File: config.mk
export PLATFORM = sky130hd
export DESIGN_NAME = mem_store_unit
export DESIGN_NICKNAME = d
export VERILOG_FILES = /design/src/rtl/cpu_mem_pkg.sv /design/src/rtl/store_align.sv /design/src/rtl/mem_store_unit.sv
export SDC_FILE = /design/constraint.sdc
export NUM_CORES = 1
export LEC_CHECK = 0
export CORE_ASPECT_RATIO = 0.8
export CORE_MARGIN = 5
export CORE_UTILIZATION = 45
export DETAILED_ROUTE_END_ITERATION = 10
export GPL_ROUTABILITY_DRIVEN = 0
export GPL_TIMING_DRIVEN = 0
export PLACE_DENSITY = 0.89
export SYNTH_ARGS = -nofsm -noshare
export SYNTH_HDL_FRONTEND = slang
export SYNTH_SLANG_ARGS = --single-unit
File: constraint.sdc
create_clock -name clk -period 2.6 [get_ports clk]
set_input_delay 0.52 -clock clk [delete_from_list [all_inputs] [get_ports clk]]
set_output_delay 0.52 -clock clk [all_outputs]
set_load 0.01 [all_outputs]
File: src/rtl/cpu_mem_pkg.sv
// Shared encodings for the CPU data-memory path (store side, later load side).
package cpu_mem_pkg;

  // Access size as carried on st_size
  localparam logic [1:0] SZ_BYTE = 2'b00;
  localparam logic [1:0] SZ_HALF = 2'b01;
  localparam logic [1:0] SZ_WORD = 2'b10;

  // Store unit control state
  typedef enum logic {
    ST_IDLE  = 1'b0,
    ST_WRITE = 1'b1
  } state_t;

endpackage

File: src/rtl/store_align.sv
// Combinational store formatter: replicates data across byte lanes, builds
// the lane strobes and flags misaligned or reserved-size accesses.
module store_align
  import cpu_mem_pkg::*;
(
  input  logic [1:0]  st_addr,
  input  logic [31:0] st_data,
  input  logic [1:0]  st_size,
  output logic [31:0] wdata,
  output logic [3:0]  wstrb,
  output logic        misalign
);

  // One-hot lane select for byte accesses, one bit per byte lane
  logic [3:0] lane_sel;

  for (genvar gi = 0; gi < 4; gi++) begin : g_lane
    assign lane_sel[gi] = (st_addr == 2'(gi));
  end

  // Size-dependent replication, strobes and alignment check
  always_comb begin
    wdata    = '0;
    wstrb    = '0;
    misalign = 1'b0;
    case (st_size)
      SZ_BYTE: begin
        wdata = {4{st_data[7:0]}};
        wstrb = lane_sel;
      end
      SZ_HALF: begin
        wdata    = {2{st_data[15:0]}};
        wstrb    = st_addr[1] ? 4'b1100 : 4'b0011;
        misalign = st_addr[0];
      end
      SZ_WORD: begin
        wdata    = st_data;
        wstrb    = 4'b1111;
        misalign = |st_addr;
      end
      default: begin
        // Reserved size: always rejected, lanes left quiet
        misalign = 1'b1;
      end
    endcase
  end

endmodule

File: src/rtl/mem_store_unit.sv
// Store unit: accepts one store per handshake, holds a registered write
// request on the data-memory port until ack or timeout, reports status pulses.
module mem_store_unit
  import cpu_mem_pkg::*;
#(
  parameter int TIMEOUT = 15,
  parameter int CNT_W   = 8
) (
  input  logic        clk,
  input  logic        reset,
  input  logic        st_valid,
  output logic        st_ready,
  input  logic [31:0] st_addr,
  input  logic [31:0] st_data,
  input  logic [1:0]  st_size,
  output logic        mem_we,
  output logic [31:0] mem_addr,
  output logic [31:0] mem_wdata,
  output logic [3:0]  mem_wstrb,
  input  logic        mem_ack,
  output logic        done,
  output logic        misalign_err,
  output logic        timeout_err
);

  state_t             state_reg, state_next;
  logic [CNT_W-1:0]   cnt_reg, cnt_next, cnt_inc;
  logic               we_reg, we_next;
  logic [31:0]        addr_reg, addr_next;
  logic [31:0]        wdata_reg, wdata_next;
  logic [3:0]         wstrb_reg, wstrb_next;
  logic               done_reg, done_next;
  logic               mis_reg, mis_next;
  logic               to_reg, to_next;

  logic [31:0]        al_wdata;
  logic [3:0]         al_wstrb;
  logic               al_misalign;

  store_align u_align (
    .st_addr  (st_addr[1:0]),
    .st_data  (st_data),
    .st_size  (st_size),
    .wdata    (al_wdata),
    .wstrb    (al_wstrb),
    .misalign (al_misalign)
  );

  // Wait counter value after one more un-acked WRITE cycle
  always_comb cnt_inc = cnt_reg + CNT_W'(1);

  // Next-state and next-output logic; status pulses default to 0 so they
  // last exactly one cycle
  always_comb begin
    state_next = state_reg;
    cnt_next   = cnt_reg;
    we_next    = we_reg;
    addr_next  = addr_reg;
    wdata_next = wdata_reg;
    wstrb_next = wstrb_reg;
    done_next  = 1'b0;
    mis_next   = 1'b0;
    to_next    = 1'b0;
    case (state_reg)
      ST_IDLE: begin
        if (st_valid) begin
          if (al_misalign) begin
            mis_next = 1'b1;
          end else begin
            addr_next  = {st_addr[31:2], 2'b00};
            wdata_next = al_wdata;
            wstrb_next = al_wstrb;
            we_next    = 1'b1;
            cnt_next   = '0;
            state_next = ST_WRITE;
          end
        end
      end
      ST_WRITE: begin
        if (mem_ack) begin
          we_next    = 1'b0;
          wstrb_next = '0;
          done_next  = 1'b1;
          state_next = ST_IDLE;
        end else begin
          cnt_next = cnt_inc;
          if (cnt_inc == CNT_W'(TIMEOUT)) begin
            we_next    = 1'b0;
            wstrb_next = '0;
            to_next    = 1'b1;
            state_next = ST_IDLE;
          end
        end
      end
      default: state_next = ST_IDLE;
    endcase
  end

  // State, counter and registered memory-port outputs
  always_ff @(posedge clk) begin
    if (reset) begin
      state_reg <= ST_IDLE;
      cnt_reg   <= '0;
      we_reg    <= 1'b0;
      addr_reg  <= '0;
      wdata_reg <= '0;
      wstrb_reg <= '0;
      done_reg  <= 1'b0;
      mis_reg   <= 1'b0;
      to_reg    <= 1'b0;
    end else begin
      state_reg <= state_next;
      cnt_reg   <= cnt_next;
      we_reg    <= we_next;
      addr_reg  <= addr_next;
      wdata_reg <= wdata_next;
      wstrb_reg <= wstrb_next;
      done_reg  <= done_next;
      mis_reg   <= mis_next;
      to_reg    <= to_next;
    end
  end

  assign st_ready     = (state_reg == ST_IDLE);
  assign mem_we       = we_reg;
  assign mem_addr     = addr_reg;
  assign mem_wdata    = wdata_reg;
  assign mem_wstrb    = wstrb_reg;
  assign done         = done_reg;
  assign misalign_err = mis_reg;
  assign timeout_err  = to_reg;

endmodule
==> flow_summary.yaml, run 1 <==
run_status:
  status: "completed"
sta:
  grt_setup_unrepaired: "no"
  fin_crit_sh_pct: 91.1
  slew_headroom_pct: 62.8
  fin_setup_tns_ns: 0
  max_freq_mhz: 422
  setup_viol: 0
  hold_viol: 0
  finClkSkew_ns: 0.0107
  slew_viol_final: 0
  layout_setup_ws_ns: 0.231
  worstMarginPinSlew_ns: 0.557
  min_period_ns: 2.37
cts:
  cts_tree: "yes"
  cts-root-buf: "clkbuf_8"
  cts_buffer_depth: 2
  clk_pin_slew_worst_paths_ns: 0.07
  cts.sinks: 79
  clk_latency_ns: 0.35
  cts_buffers: 9
  cts.htree.levels: 3
floorplan:
  die_area_um2: 9090
  start_util_pct: 46.8
  core_area_um2: 6990
  fp.dieW_um: 105
  num_io_pins: 143
  placementRows: 27
  die_h_um: 86.3
logic_synthesis:
  synth_top_area_share_pct: 48.3
  synth_cells: 411
  ys.warnings.count: 0
  syn_area_um2: 3270
  yosysTopAreaCell: "dfxtp_1"
  synth.distinct_cells: 40
  ys_seq_elements: 79
  ys_top_cells_by_area: "dfxtp_1 (48%), nand2_1 (9.6%), a21oi_1 (7.2%), nor2_1 (5.7%), nor3_1 (4.1%)"
  avgSynthCellArea_um2: 7.97
  ys_seq_area_share_pct: 48.3
place:
  placed_cells: 638
  port_buffers: 139
  place_ws_ns: -0.124
  dp_hpwl_um: 8200
worst_setup_path:
  arrival_ns: 2.64
  critPathLaunchType: "primary input"
  reg2reg_slack_ns: 0.55
  startpoint: "st_addr[1]"
  crit_fanout: 10
  rr_startpoint: "state_reg"
  cp_cell_sequence: "clkdlybuf4s50_1, nor3_1, o21bai_1, buf_1, buf_1, nand2_1, a21oi_1"
  cp_slowest_stage_delay_ns: 0.55
  path_class: "in2reg"
  r2r-end: "mem_addr[30]"
  r2r_cells: 6
  required_ns: 2.87
  critical-path-slowest-cell: "clkdlybuf4s50_1"
  crit_end: "mem_addr[30]"
  worst_setup_path_end_kind: "flip-flop"
  cp_common_cell: "buf_1"
global_routing:
  grt_antenna_before_repair: 0
  grt_use_met3_pct: 9.68
  met2_usage_pct: 39.2
  track_usage_pct: 23.4
  gr-max-usage-layer: "met2"
  grt_pass1_wl_um: 17100
  grt_overflow: 0
  grt_pass1_vias: 3498
  grt_max_degree: 15
  grt_use_met1_pct: 27.8
run:
  cap_violations: 0
pwr:
  powerDensity_nw_per_um2: 585
  ir_drop_mv: 0.388
  p_leak_nw: 1.82
  p_total_w: 0.00294
worst_hold_path:
  hold_path_class: "reg2reg"
finish:
  syn_to_final_growth_pct: 53.4
  drive_above_1_share_pct: 4.94
  final_cells: 654
  layout.nets: 634
  largest_reg_flops: 32
  n_antenna_cell: 0
route:
  via_count: 3576
  drc: 0
  postRouteAntennaNets: 0
  drtPass1Iterations: 4
  wirelength_um: 10700
  wire_per_inst_um: 16.3
  vias_per_cell: 5.47
  drtIter0Drc: 174
-- cells in the final DEF (no fill, tap or decap), drive strengths merged, types with 8 or more instances in the layout --
cell           count
nor2              50
nand2             85
mux2i              8
clkbuf            28
nor3              27
a211oi            17
a221oi             8
dfxtp             79
a21oi             47
clkdlybuf4s50    139
buf               14
-- worst min path at each step --
| stage | start | to | slack (ns) | depth (start not counted) |
|---|---|---|---|---|
| 2_1_floorplan | cnt_reg[7] | cnt_reg[7] | 0.46 | 1 |
| 5_1_grt | mem_wdata[4] | mem_wdata[4] | 0.48 | 2 |
| 3_3_place_gp | mem_addr[30] | mem_addr[30] | 0.44 | 2 |
| 4_1_cts | mem_addr[16] | mem_addr[16] | 0.46 | 2 |
| 6_report | mem_addr[23] | mem_addr[23] | 0.46 | 2 |
| 3_5_place_dp | mem_addr[16] | mem_addr[16] | 0.45 | 2 |
-- power by group --
part	internal [W]	total [W]	switching (W)	leakage (nW)
logic	0.000277	0.000525	0.000248	1.05
registers	0.00128	0.00131	0.0000374	0.645
clock network	0.000641	0.00110	0.000458	0.123
-- layout make-up --
| type | count | area (µm²) |
|---|---|---|
| plain buffers | 33 | 138 |
| clock buffers | 9 | 124 |
| clock inverters | 7 | 121 |
| fillers | 535 | 1970 |
| inverters | 4 | 15.0 |
| multi-input cells | 296 | 1540 |
| flip-flops and latches | 79 | 1580 |
| well taps | 87 | 109 |
| repair buffers | 139 | 1390 |
-- synthesized netlist by cell type, drive strengths merged --
master    n
a2111o    1
o211ai    1
nor3     27
dfxtp    79
clkinv    1
or3       2
nor3b     1
o21ai     7
nand2b    2
a2bb2oi   1
a21oi    47
inv       3
nand3b    3
nand3     3
and3b     1
or4       1
a31oi     3
mux2i     8
or2       2
nor2     50
a311oi    5
a21boi    2
o21ba     1
buf      13
a211oi   17
nand4     1
ha        2
o21bai    2
a21o      1
nor2b     7
a221oi    8
a221o     1
clkbuf   20
conb      1
xor2      2
nand2    85
-- metrics by stage --
stage	hold WS, ns	utilization [%]	instance area, µm²
2_1_floorplan	0.462	-	3280
3_3_place_gp	0.441	68.3	4780
3_5_place_dp	0.449	68.3	4780
4_1_cts	0.462	71.8	5020
5_1_grt	0.483	71.8	5020
6_report	0.460	71.8	5020
-- kinds of logic after synthesis --
kind of cell / Yosys count / synth area share, %
and+or+nand+nor: 185 / 24.4
AOI/OAI and AO/OA: 97 / 18.8
DFF: 79 / 48.3
buffers and inverters: 37 / 4.66
muxes: 8 / 2.45
adders and majority gates: 2 / 0.764
xor gates and xnor gates: 2 / 0.535
other: 1 / 0.115
-- layer usage --
layer | up-vias | wire, µm
li1 | 1721 | -
met2 | 172 | 4940
met5 | - | 0
met1 | 1664 | 4400
met4 | 0 | 163
met3 | 19 | 1190
-- timing repair --
item,4_1_cts,5_1_grt
buffers inserted,0,0
gates resized for setup,0,1
setup endpoints to repair,0,1
endpoints found under the hold margin,0,0
hold buffers,0,0
-- worst max-delay path: cells and delay by family --
family,cells,cell delay [ns]
buf+inv,3,1.46
compound gates,2,0.40
simple gates,2,0.25
No activity file was read; power rests on OpenSTA's default activity.
==> inputs of run 2 (changes only) <==
ABC_AREA = 1   (was default)
CORE_UTILIZATION = 46   (was 45)
==> run 2 against run 1 <==
Combinational power decreased by 3%. Utilization decreased by 1.8 points. Synthesized cell count increased by 13%. Synthesized area increased by 4.4%. Die area increased by 1.9%. Routed wire length increased by 2.8%. Cell area increased by 2.1%. Clock-buffer cell count increased by 4. Sequential cell count unchanged. Critical path depth decreased by 4.
==> flow_summary.yaml, run 2 <==
finish:
  layout.nets: 688
  final_cell_mix: "clkdlybuf4s50_1 (139), nand2_1 (100), dfxtp_1 (79)"
  largest_reg_flops: 32
  fin_util_pct: 70.0
  drive_above_1_share_pct: 6.12
  syn_to_final_growth_pct: 49.9
  finalInstanceArea_um2: 5130
  final_common_cell: "clkdlybuf4s50_1"
  n_antenna_cell: 0
cts:
  cts_tree: "yes"
  clk_pin_slew_worst_paths_ns: 0.08
  cts_setup_buffers: 0
  cts_buffers: 9
  cts.htree.levels: 3
  cts.sinks: 79
  hold_buffers: 0
  cts-root-buf: "clkbuf_8"
  clk_latency_ns: 0.34
  cts_buffer_depth: 2
logic_synthesis:
  ys.warnings.count: 0
  synth_top_area_share_pct: 46.2
  netlist_top_cells_count: "nand2_1 (100), dfxtp_1 (79), a21oi_1 (74), nand3_1 (71), nor2_1 (27)"
  synthArstFlopShare_pct: 0
  synth.distinct_cells: 31
  ys_seq_elements: 79
  synth_cells: 466
  syn_area_um2: 3420
  yosysTopAreaCell: "dfxtp_1"
  synth-edff-count: 0
  avgSynthCellArea_um2: 7.34
  synthFlopType: "dfxtp_1"
  yosysMostFrequentCell: "nand2_1"
  ys_top_cells_by_area: "dfxtp_1 (46%), nand2_1 (11%), a21oi_1 (11%), nand3_1 (10%), nor2_1 (3.0%)"
  ys_seq_area_share_pct: 46.2
pwr:
  seqPwrFrac_pct: 47.8
  ir_drop_mv: 0.338
  switchingPower_w: 0.000729
  p_total_w: 0.00271
  clkPwrFrac_pct: 33.4
  combPwrFrac_pct: 18.8
  cell_internal_pwr_w: 0.00198
  p_leak_nw: 1.86
  powerDensity_nw_per_um2: 529
  p_sw_share_pct: 26.9
floorplan:
  placementRows: 28
  fp.dieW_um: 106
  die_h_um: 87.1
  core_area_um2: 7320
  start_util_pct: 46.7
  die_area_um2: 9270
  num_io_pins: 143
global_routing:
  grt_overflow: 0
  grt_pass1_wl_um: 17500
  track_usage_pct: 23.4
  grt_antenna_before_repair: 0
  grt_max_degree: 14
  grt_pass1_vias: 3723
worst_setup_path:
  crit_fanout: 13
  cp_cell_sequence: "inv_1, clkbuf_2, clkdlybuf4s50_1"
  crit_buf_inv: 3
  required_ns: 2.08
  path_class: "reg2out"
  worst_setup_path_end_kind: "output port"
  crit_family: "buffers and inverters"
  critPathLaunchType: "flip-flop"
  arrival_ns: 1.96
  cp_slowest_stage_delay_ns: 0.58
  critical-path-slowest-cell: "clkdlybuf4s50_1"
sta:
  setup_viol: 0
  finClkSkew_ns: 0.00664
  grt_setup_unrepaired: "no"
  max_freq_mhz: 403
  worstMarginPinSlew_ns: 0.554
  fin_crit_sh_pct: 95.5
  fin_setup_tns_ns: 0
  slew_headroom_pct: 63.1
  hold_ws_ns: 0.465
  min_period_ns: 2.48
  hold_viol: 0
  slew_viol_final: 0
worst_hold_path:
  hold_path_class: "reg2reg"
route:
  via_count: 3824
  top_layer_used: "met4"
  wirelength_met1_um: 4380
  drtPass1Iterations: 6
  wl_met2_um: 5210
  dr_wl_met3_um: 1130
  postRouteAntennaNets: 0
  drc: 0
  wirelength_um: 11000
  wire_per_inst_um: 15.5
  vias_per_cell: 5.38
  drtIter0Drc: 221
place:
  port_buffers: 139
  dpl_cell_area_um2: 4930
  dp_hpwl_um: 8270
run:
  cap_violations: 0
run_status:
  status: "completed"
-- run 2: cell types whose count changed in the layout (fill, tap and decap cells not counted), moves of 12 or more --
| cell | before | now |
|---|---|---|
| nand2_1 | 84 | 100 |
| a21oi_1 | 47 | 74 |
| a211oi_1 | 17 | 0 |
| nor2_1 | 50 | 27 |
| nor3_1 | 27 | 1 |
| nand3_1 | 2 | 71 |
| o21ai_0 | 7 | 19 |
| inv_1 | 3 | 23 |
-- run 2: per-stage QoR --
| stage | instances | worst slack (ns) |
|---|---|---|
| floorplan | 467 | 1.02 |
| global placement | 696 | 0.147 |
| detailed placement | 696 | 0.144 |
| CTS | 711 | 0.115 |
| global route | 711 | 0.0286 |
| finish | 711 | 0.116 |
-- run 2: power by group through the flow --
stage	clock network (W)	registers (W)	logic (W)
6_report	0.000905	0.00130	0.000510
5_1_grt	0.000976	0.00130	0.000554
4_1_cts	0.000919	0.00130	0.000510
3_5_place_dp	0	0.00132	0.000508
3_3_place_gp	0	0.00132	0.000499
2_1_floorplan	0	0.00135	0.000201
-- run 2: routing by layer --
metal	track usage [%]	vias up
met3	8.52	22
li1	-	1881
met2	39.3	197
met4	7.18	0
met1	28.2	1724
met5	0	-
-- run 2: layout make-up --
type | count | area [µm²]
clock buffer | 13 | 179
inverter | 24 | 90.1
timing repair buffer | 139 | 1390
sequential | 79 | 1580
buffer | 33 | 148
multi-input combinational | 330 | 1600
fill | 567 | 2190
tap | 90 | 113
clock inverter | 3 | 23.8
-- run 2: final timing paths --
kind	start	endpoint	slack [ns]	cells past startpoint
hold reg to reg	mem_addr[10]	mem_addr[10]	0.47	2
setup reg to reg	state_reg	cnt_reg[4]	0.79	6
setup / recovery	state_reg	st_ready	0.12	3
hold / removal	mem_addr[10]	mem_addr[10]	0.47	2
-- run 2: timing repair --
action,in CTS,in global routing
endpoints found under the setup margin,1,0
gates resized for setup,1,0
hold endpoints to repair,0,0
-- run 2: worst min-delay path, cell delays in order, from the launching register on --
cell,delay (ns)
dfxtp_1,0.32
nand2_1,0.06
a21oi_1,0.05
-- run 2: logic make-up (layout without fill, tap and decap cells) --
kind of cell / Yosys count / count (layout) / share of synthesized area (%)
other: 1 / 2 / 0.110
buffers and inverters: 58 / 212 / 7.02
DFF: 79 / 79 / 46.2
AOI/OAI and AO/OA: 119 / 119 / 19.5
adders and majority gates: 2 / 2 / 0.732
and+or+nand+nor: 207 / 207 / 26.3
==> inputs of run 3 (changes only) <==
CORE_MARGIN = 4   (was 5)
==> run 3 against run 2 <==
Die area down 4.1%. Final cell count shrank 0.42%. Cell area grew 0.54%. Non-clock buffer count did not move. Sequential cell count is the same. Hold slack worse by 0.0033 ns. Sequential share of layout area fell by 0.16 points. Setup slack gained 0.033 ns. Sequential power about the same. Routed wire length rose by 2.6%. Global-route usage increased by 1.6 points. Clock-buffer cell count fell by 3. Largest cell class unchanged.
==> flow_summary.yaml, run 3 (synthesis results as in run 2) <==
run_status:
  status: "completed"
sta:
  hold_viol: 0
  slew_viol_final: 0
  layout_setup_ws_ns: 0.150
  worstMarginPinSlew_ns: 0.553
  finClkSkew_ns: 0.0109
  min_period_ns: 2.45
  grt_setup_unrepaired: "no"
  fin_setup_tns_ns: 0
  fin_crit_sh_pct: 94.2
  max_freq_mhz: 408
  setup_viol: 0
  slew_headroom_pct: 63.0
route:
  wirelength_um: 11300
  drtIter0Drc: 316
  drtPass1Iterations: 5
  postRouteAntennaNets: 0
  vias_per_cell: 5.57
  via_count: 3942
  drc: 0
  wire_per_inst_um: 15.9
finish:
  num-fill-cells: 544
  largest_reg_flops: 32
  final_cell_mix: "clkdlybuf4s50_1 (139), nand2_1 (100), dfxtp_1 (79)"
  final_cells: 708
  syn_to_final_growth_pct: 50.7
  layout.nets: 688
  final_common_cell: "clkdlybuf4s50_1"
  n_antenna_cell: 0
  drive_above_1_share_pct: 6.28
cts:
  cts-root-buf: "clkbuf_8"
  cts.htree.levels: 3
  clk_latency_ns: 0.36
  hold_buffers: 0
  cts_setup_buffers: 0
  cts_buffer_depth: 2
  cts.sinks: 79
  cts_tree: "yes"
  clk_pin_slew_worst_paths_ns: 0.08
  cts_buffers: 9
worst_setup_path:
  critPathLaunchType: "flip-flop"
  path_class: "reg2out"
  arrival_ns: 1.93
  rr_startpoint: "state_reg"
  worst_setup_path_end_kind: "output port"
  crit_fanout: 13
  reg2reg_slack_ns: 0.58
  startpoint: "state_reg"
  required_ns: 2.08
pwr:
  p_total_w: 0.00285
  p_leak_nw: 1.87
  ir_drop_mv: 0.366
  powerDensity_nw_per_um2: 553
floorplan:
  num_io_pins: 143
  core_area_um2: 7060
  fp.dieW_um: 104
  placementRows: 27
  die_area_um2: 8890
  die_h_um: 85.1
  start_util_pct: 48.4
worst_hold_path:
  hold_path_class: "reg2reg"
  min_from: "mem_wdata[30]"
global_routing:
  grt_overflow: 0
  grt_pass1_wl_um: 18300
  grt_max_degree: 15
  grt_antenna_before_repair: 1
  track_usage_pct: 25.0
  grt_pass1_vias: 3841
place:
  dp_hpwl_um: 8390
  port_buffers: 139
  placed_cells: 693
  place_ws_ns: 0.127
run:
  cap_violations: 0
-- run 3: cell types whose count changed in the layout (fill, tap and decap cells not counted) --
cell	change
clkbuf_8	-3
bufinv_16	+2
clkinv_4	+1
clkinvlp_4	+1
inv_1	-1
-- run 3: repair_timing --
| action | 4_1_cts | 5_1_grt |
|---|---|---|
| setup endpoints to repair | 1 | 1 |
| endpoints found under the hold margin | 0 | 0 |
| resized for setup | 1 | 1 |
-- run 3: area by class of cell --
class,instances,area [µm²],share of cell area [%]
Inverter,24,93.8,1.82
Timing Repair Buffer,139,1390,27.0
Tap cell,87,109,2.11
Clock buffer,10,138,2.67
Clock inverter,6,92.6,1.80
Buffer,33,148,2.86
Multi-Input combinational cell,330,1600,31.1
Sequential cell,79,1580,30.7
-- run 3: critical path, cell delays in order, from the launching register on --
cell and delay [ns]:
dfxtp_1 0.45, clkinvlp_4 0.32, clkbuf_2 0.28, clkdlybuf4s50_1 0.52
-- run 3: layer usage --
metal	part of all wire [%]	track usage [%]	vias to the layer above
met5	0.12	0	-
li1	-	-	1881
met4	2.9	9.42	2
met1	40	30.6	1804
met2	47	41.3	218
met3	9.9	8.21	37
-- run 3: report_power, final --
part	internal, W	switching, W	total, W
Sequential	0.00127	0.0000325	0.00130
Clock	0.000571	0.000463	0.00103
Combinational	0.000263	0.000254	0.000517
Total	0.00210	0.000750	0.00285
-- run 3: stage by stage --
stage	hold WS (ns)	instance area, µm²	util (%)
4_1_cts	0.464	5150	73.0
5_1_grt	0.483	5150	73.0
2_1_floorplan	0.436	3420	-
6_report	0.462	5150	73.0
3_5_place_dp	0.452	4920	69.7
3_3_place_gp	0.446	4920	69.7
-- run 3: worst paths after layout --
path / depth (start not counted) / endpoint
setup / recovery: 3 / st_ready
hold / removal: 2 / mem_wdata[30]
setup reg to reg: 7 / cnt_reg[0]
hold reg to reg: 2 / mem_wdata[30]
